`config.mk`:
```
export PLATFORM = sky130hd
export DESIGN_NAME = cdbus_host
export DESIGN_NICKNAME = d
export VERILOG_FILES = /design/src/rtl/cdbus_host.sv
export SDC_FILE = /design/constraint.sdc
export NUM_CORES = 1
export LEC_CHECK = 0
export CORE_MARGIN = 2
export CORE_UTILIZATION = 50
export DETAILED_ROUTE_END_ITERATION = 8
export PLACE_DENSITY = 0.76
export SLEW_MARGIN = 10
export SYNTH_ARGS = -nofsm -noshare
export SYNTH_HDL_FRONTEND = slang
export SYNTH_SLANG_ARGS = --single-unit
```
`constraint.sdc`:
```
create_clock -name clk -period 3.4 [get_ports clk]
set_input_delay 0.51 -clock clk [delete_from_list [all_inputs] [get_ports clk]]
set_output_delay 0.51 -clock clk [all_outputs]
set_load 0.05 [all_outputs]
```
`src/rtl/cdbus_host.sv`:
```
// cdbus_host: CSR bus master for a single cdbus controller.
//
// The block polls the controller's interrupt flag register. It streams
// received frame bytes out on the rx_* interface and writes outbound frame
// bytes taken from the tx_* interface into the controller's TX buffer.
// Byte index 2 of every frame carries the payload length, so the last byte
// of a frame sits at index len+2.
//
// Ports:
//   clk, reset_n        clock (rising edge), synchronous active-low reset
//   irq                 controller interrupt line; used only as a wake-up hint
//   csr_address         CSR address (registered)
//   csr_read            one-cycle read strobe; csr_readdata is valid one cycle later
//   csr_readdata        CSR read data
//   csr_write           one-cycle write strobe
//   csr_writedata       CSR write data (registered)
//   tx_data/valid/last  outbound frame byte stream; tx_ready accepts a byte
//   rx_data/valid/last  inbound frame byte stream; rx_ready consumes a byte
//   tx_err              one-cycle pulse when the outbound frame length is wrong
//   busy                high whenever the controller FSM is not idle
module cdbus_host #(
    parameter logic [4:0] ADDR_INT_FLAG = 5'h10,
    parameter logic [4:0] ADDR_RX_DATA  = 5'h14,
    parameter logic [4:0] ADDR_TX_DATA  = 5'h15,
    parameter logic [4:0] ADDR_RX_CTRL  = 5'h16,
    parameter logic [4:0] ADDR_TX_CTRL  = 5'h17
) (
    input  logic       clk,
    input  logic       reset_n,
    input  logic       irq,
    output logic [4:0] csr_address,
    output logic       csr_read,
    input  logic [7:0] csr_readdata,
    output logic       csr_write,
    output logic [7:0] csr_writedata,
    input  logic [7:0] tx_data,
    input  logic       tx_valid,
    input  logic       tx_last,
    output logic       tx_ready,
    output logic [7:0] rx_data,
    output logic       rx_valid,
    output logic       rx_last,
    input  logic       rx_ready,
    output logic       tx_err,
    output logic       busy
);

    typedef enum logic [3:0] {
        IDLE, POLL, POLL_WAIT, RX_RD, RX_WAIT, RX_OUT, RX_CLR,
        TX_LOAD, TX_START, TX_WAIT, TX_ABORT
    } state_t;

    // What TX_LOAD does once the data write of the byte just accepted is out.
    typedef enum logic [1:0] {
        AFTER_NEXT, AFTER_START, AFTER_ABORT, AFTER_DRAIN
    } tx_after_t;

    state_t    state, state_d;
    tx_after_t tx_after, tx_after_d;
    logic      armed;
    logic [7:0] poll_cnt, poll_cnt_d;
    logic [8:0] idx, idx_d;
    logic [7:0] len, len_d;

    logic       csr_read_d, csr_write_d, tx_ready_d, rx_valid_d, rx_last_d, tx_err_d;
    logic [4:0] csr_address_d;
    logic [7:0] csr_writedata_d, rx_data_d;
    logic       tx_final;

    // True when byte index i is the last byte of the frame. At index 2 the
    // length is the byte currently on the bus, not yet the stored value.
    function automatic logic is_final(input logic [8:0] i, input logic [7:0] cur,
                                      input logic [7:0] saved);
        logic [7:0] l;
        l = (i == 9'd2) ? cur : saved;
        return i == ({1'b0, l} + 9'd2);
    endfunction

    assign tx_final = is_final(idx, tx_data, len);

    always_ff @(posedge clk) begin
        if (!reset_n) begin
            state         <= IDLE;
            tx_after      <= AFTER_NEXT;
            armed         <= 1'b0;
            poll_cnt      <= 8'd0;
            idx           <= 9'd0;
            len           <= 8'd0;
            csr_read      <= 1'b0;
            csr_write     <= 1'b0;
            csr_address   <= 5'd0;
            csr_writedata <= 8'd0;
            tx_ready      <= 1'b0;
            rx_data       <= 8'd0;
            rx_valid      <= 1'b0;
            rx_last       <= 1'b0;
            tx_err        <= 1'b0;
            busy          <= 1'b0;
        end else begin
            state         <= state_d;
            tx_after      <= tx_after_d;
            armed         <= 1'b1;
            poll_cnt      <= poll_cnt_d;
            idx           <= idx_d;
            len           <= len_d;
            csr_read      <= csr_read_d;
            csr_write     <= csr_write_d;
            csr_address   <= csr_address_d;
            csr_writedata <= csr_writedata_d;
            tx_ready      <= tx_ready_d;
            rx_data       <= rx_data_d;
            rx_valid      <= rx_valid_d;
            rx_last       <= rx_last_d;
            tx_err        <= tx_err_d;
            busy          <= (state_d != IDLE);
        end
    end

    // Next-state logic also produces the next value of every registered
    // output, so strobes appear in the cycle the FSM sits in the issuing state.
    always_comb begin
        state_d         = state;
        tx_after_d      = tx_after;
        poll_cnt_d      = poll_cnt;
        idx_d           = idx;
        len_d           = len;
        csr_read_d      = 1'b0;
        csr_write_d     = 1'b0;
        csr_address_d   = csr_address;
        csr_writedata_d = csr_writedata;
        tx_ready_d      = 1'b0;
        rx_data_d       = rx_data;
        rx_valid_d      = rx_valid;
        rx_last_d       = rx_last;
        tx_err_d        = 1'b0;

        case (state)
            IDLE: begin
                poll_cnt_d = poll_cnt + 8'd1;
                // armed holds off any CSR access in the first cycle after reset.
                if (armed && (irq || tx_valid || poll_cnt == 8'hFF)) begin
                    state_d       = POLL;
                    csr_read_d    = 1'b1;
                    csr_address_d = ADDR_INT_FLAG;
                end
            end
            POLL: state_d = POLL_WAIT;
            POLL_WAIT: begin
                idx_d = 9'd0;
                if (csr_readdata[1]) begin
                    state_d       = RX_RD;
                    csr_read_d    = 1'b1;
                    csr_address_d = ADDR_RX_DATA;
                end else if (csr_readdata[5] && tx_valid) begin
                    state_d    = TX_LOAD;
                    tx_ready_d = 1'b1;
                end else begin
                    state_d = IDLE;
                end
            end
            RX_RD: state_d = RX_WAIT;
            RX_WAIT: begin
                rx_data_d  = csr_readdata;
                rx_valid_d = 1'b1;
                rx_last_d  = is_final(idx, csr_readdata, len);
                if (idx == 9'd2) len_d = csr_readdata;
                state_d = RX_OUT;
            end
            RX_OUT: begin
                if (rx_ready) begin
                    rx_valid_d = 1'b0;
                    rx_last_d  = 1'b0;
                    idx_d      = idx + 9'd1;
                    if (rx_last) begin
                        state_d         = RX_CLR;
                        csr_write_d     = 1'b1;
                        csr_address_d   = ADDR_RX_CTRL;
                        csr_writedata_d = 8'h02;
                    end else begin
                        state_d       = RX_RD;
                        csr_read_d    = 1'b1;
                        csr_address_d = ADDR_RX_DATA;
                    end
                end
            end
            RX_CLR: state_d = IDLE;
            TX_LOAD: begin
                if (tx_ready) begin
                    // Accept phase: a byte taken now is written next cycle.
                    if (tx_valid) begin
                        csr_write_d     = 1'b1;
                        csr_address_d   = ADDR_TX_DATA;
                        csr_writedata_d = tx_data;
                        idx_d           = idx + 9'd1;
                        if (idx == 9'd2) len_d = tx_data;
                        if (tx_last) tx_after_d = tx_final ? AFTER_START : AFTER_ABORT;
                        else         tx_after_d = tx_final ? AFTER_DRAIN : AFTER_NEXT;
                    end else begin
                        tx_ready_d = 1'b1;
                    end
                end else begin
                    // Write phase: the data write is on the bus this cycle.
                    case (tx_after)
                        AFTER_START: begin
                            state_d         = TX_START;
                            csr_write_d     = 1'b1;
                            csr_address_d   = ADDR_TX_CTRL;
                            csr_writedata_d = 8'h02;
                        end
                        AFTER_ABORT: begin
                            state_d         = TX_ABORT;
                            csr_write_d     = 1'b1;
                            csr_address_d   = ADDR_TX_CTRL;
                            csr_writedata_d = 8'h04;
                            tx_err_d        = 1'b1;
                        end
                        AFTER_DRAIN: begin
                            state_d    = TX_ABORT;
                            tx_ready_d = 1'b1;
                        end
                        default: tx_ready_d = 1'b1;
                    endcase
                end
            end
            TX_START: state_d = TX_WAIT;
            TX_WAIT:  state_d = IDLE;
            TX_ABORT: begin
                // With tx_ready high we are draining the rest of the frame;
                // otherwise the buffer-clear write is on the bus this cycle.
                if (tx_ready) begin
                    if (tx_valid && tx_last) begin
                        csr_write_d     = 1'b1;
                        csr_address_d   = ADDR_TX_CTRL;
                        csr_writedata_d = 8'h04;
                        tx_err_d        = 1'b1;
                    end else begin
                        tx_ready_d = 1'b1;
                    end
                end else begin
                    state_d = IDLE;
                end
            end
            default: state_d = IDLE;
        endcase
    end

endmodule

```
==> qor.csv <==
stage,metric,value,unit
global_routing,first-pass GRT wire length,17.03,mm
synth,number of synthesized register bits,59,
die,die height,89.53,um
sta,Final WS setup,0.1624,ns
worst_setup_path,Startpoint Class,register,
synth,Post-Syn Area,3657,um2
power_and_ir_drop,PwrDens,349.7,nW/um2
sta,setup tns final,0,ns
die,Initial Util,50.97,%
finish,share of layout cells above drive strength 1,13.96,%
sta,Layout Skew,0.007205,ns
clocking,cts hold-fix bufs,0,
finish,Nets,551,
detailed_routing,final WL,10.69,mm
synth,synthesized instance count,462,
synth,Synth Flop Type,dfxtp_1,
die,CORE AREA,7176,um2
sta,number of hold violations in the final report,0,
hold_path,Worst Hold Class,register to register,
synth,number of flops mapped to enable cells by yosys,0,
synth,Syn. warnings,0,
finish,"commonest cells after routing, fill and taps aside","60 x nand2_1, 58 x dfxtp_1, 48 x clkdlybuf4s50_1",
finish,synth-to-layout area growth,24.29,%
global_routing,gr usage total,28.01,%
finish,Finished Layout Cells,622,
finish,area occupied by multi-input gates,2315,um2
detailed_routing,WL/cell,17.18,um
detailed_routing,Vias/cell,6.040,
sta,Final Max Slew Viols,0,
worst_setup_path,crit path kind,register to register,
detailed_routing,drt first pass iters,5,
run_status,status,"complete, no violations",
flow_run,Max Cap Viol,0,
clocking,"CTS clk-pin slew, worst paths",0.08,ns
synth,register area share after synthesis,32.30,%
worst_setup_path,CP Capture Type,register,
clocking,CTS H-tree depth,3,
clocking,CTS tree,yes,
place,cell count after placement,603,
clocking,root cell of the clock tree,clkbuf_8,
place,hpwl dp,7.960,mm
global_routing,global route overflow,0,
die,die extent in x,89.53,um
sta,Max Freq,0.3089,GHz
sta,final setup vio count,0,
die,Core Rows,31,
place,port bufs,48,
sta,Final min period,3.238,ns
global_routing,initial antenna violation count,0,
synth,syn_nets,495,
detailed_routing,Final ANT Viol Nets,0,
finish,Final Cell Area,4546,um2
global_routing,vias in the first global route,3378,
finish,Reg area,1182,um2
sta,Slew Limit Headroom,49.28,%
power_and_ir_drop,worst vdd ir,0.0002107,V
finish,Final Util,63.35,%
finish,"commonest non-fill, non-tap cell in the layout",nand2_1,
worst_setup_path,CP required,3.67,ns
detailed_routing,routed via count,3757,
clocking,clock buffer depth,2,
die,I/O pins,50,
place,Final Wtd Congestion,1.015,
clocking,number of CTS-inserted buffers,9,
place,Placement Setup Slack,0.004448,ns
clocking,clock sink total,59,
synth,synth unique cells,72,
die,Die Area,8015,um2
sta,RSZ-0062 raised after global routing,no,
detailed_routing,drt drc,0,
synth,Syn Area/Cell,7.916,um2
global_routing,largest net degree at the start of global routing,32,
sta,period utilization,95.22,%
detailed_routing,initial drt markers,284,
power_and_ir_drop,Pleak,0.001646,uW
finish,ant diodes,0,
worst_setup_path,CP arrival,3.51,ns
finish,Fillers,627,
synth,asr flop ratio synth,0,%
worst_setup_path,CP max FO,5,
place,Placed Area,4303,um2
sta,pin slew with the least headroom to its limit,0.7585,ns
clocking,"Clk Latency, worst-skew pair",0.36,ns
-- critical path, stage by stage, from the launching register on --
cell	delay, ns
dfxtp_2	0.34
inv_1	0.08
ha_2	0.18
or4b_4	0.51
nor2_4	0.14
mux2_4	0.32
ha_2	0.21
xor2_2	0.18
a21oi_1	0.08
nor3b_2	0.18
nand4_1	0.13
a221oi_2	0.25
ha_1	0.29
a311oi_2	0.26
-- cell type report --
class,count,share of cell area [%]
flip-flops and latches,59,26.01
well taps,99,2.725
inverters,11,0.9083
clock inverters,7,1.239
multi-input cells,361,50.92
clock buffers,9,2.725
repair buffers,76,15.47
-- logic make-up (layout without fill, tap and decap cells) --
kind of cell / after synthesis / in the layout / share of synthesized area [%]
multiplexers: 5 / 5 / 1.471
buffers and inverters: 42 / 103 / 5.474
adder cells (fa/ha/maj): 11 / 11 / 3.763
other: 1 / 1 / 0.1025
AND/OR/NAND/NOR: 201 / 201 / 28.36
flip-flops: 59 / 59 / 32.30
XOR/XNOR: 22 / 22 / 5.645
AO/OA/AOI/OAI: 121 / 121 / 22.89
-- metal layers --
layer	up-vias	wire (um)	part of all wire (%)	track usage (%)
met3	24	984	9.2	6.833
met2	202	4739	44	42.63
li1	1783	-	-	-
met1	1748	4720	44	38.95
met5	-	0	0	0
met4	0	245	2.3	9.091
-- metrics by stage --
stage / power [uW] / hold WS [ns]
5_1_grt: 1658 / 0.4709
4_1_cts: 1601 / 0.4558
3_3_place_gp: 988.3 / 0.4421
3_5_place_dp: 993.2 / 0.4456
6_report: 1590 / 0.4565
2_1_floorplan: 895.8 / 0.4550
-- sequential cells by signal (all words and copies together) (netlist names) --
register and count:
armed 1, busy 1, csr_address 4, csr_read 1
csr_write 1, csr_writedata 8, idx 9, len 8
poll_cnt 8, rx_data 8, rx_last 1, rx_valid 1
state 4, tx_after 2, tx_err 1, tx_ready 1
-- synthesized netlist by cell type, drive strengths merged, types with 3 or more instances --
cell type | count | area share (%)
and3 | 7 | 1.2
a211o | 4 | 0.96
a211oi | 3 | 0.75
and2 | 6 | 1.0
o211ai | 7 | 1.4
or3 | 6 | 1.0
xor2 | 15 | 3.6
a22oi | 4 | 0.82
a21oi | 46 | 6.3
a21boi | 4 | 0.82
nand4 | 17 | 2.9
nand2 | 60 | 6.2
inv | 10 | 1.0
a221oi | 4 | 1.1
nand3 | 20 | 2.7
o21ai | 14 | 2.0
nor3 | 10 | 1.5
a311oi | 7 | 1.7
mux2 | 3 | 0.92
nor3b | 3 | 0.62
nand3b | 3 | 0.62
nand2b | 4 | 0.68
nor4 | 4 | 1.5
dfxtp | 59 | 32
or2 | 4 | 0.68
nor2 | 48 | 5.0
o31ai | 3 | 0.62
clkbuf | 19 | 2.0
ha | 11 | 3.8
a31oi | 4 | 0.68
buf | 12 | 2.4
xnor2 | 6 | 1.4
-- worst paths after layout --
kind / end / cells past startpoint / slack [ns] / from
min reg2reg: csr_writedata[0] / 2 / 0.46 / csr_writedata[0]
max: tx_after[1] / 13 / 0.16 / idx[0]
max reg2reg: tx_after[1] / 13 / 0.16 / idx[0]
min: csr_writedata[0] / 2 / 0.46 / csr_writedata[0]
-- power by group --
part	total (uW)	internal [uW]	leakage [uW]	switching, uW
clock network	611	275	0.0000914	335
logic	238	95.0	0.00108	142
registers	741	716	0.000478	25.9
-- repair_timing --
item,in CTS,in global routing
cloned,0,0
pin swaps,0,6
setup endpoints to repair,1,2
setup buffers,0,3
gates resized for setup,1,8
Note: power is estimated with default switching activity, not from simulation.
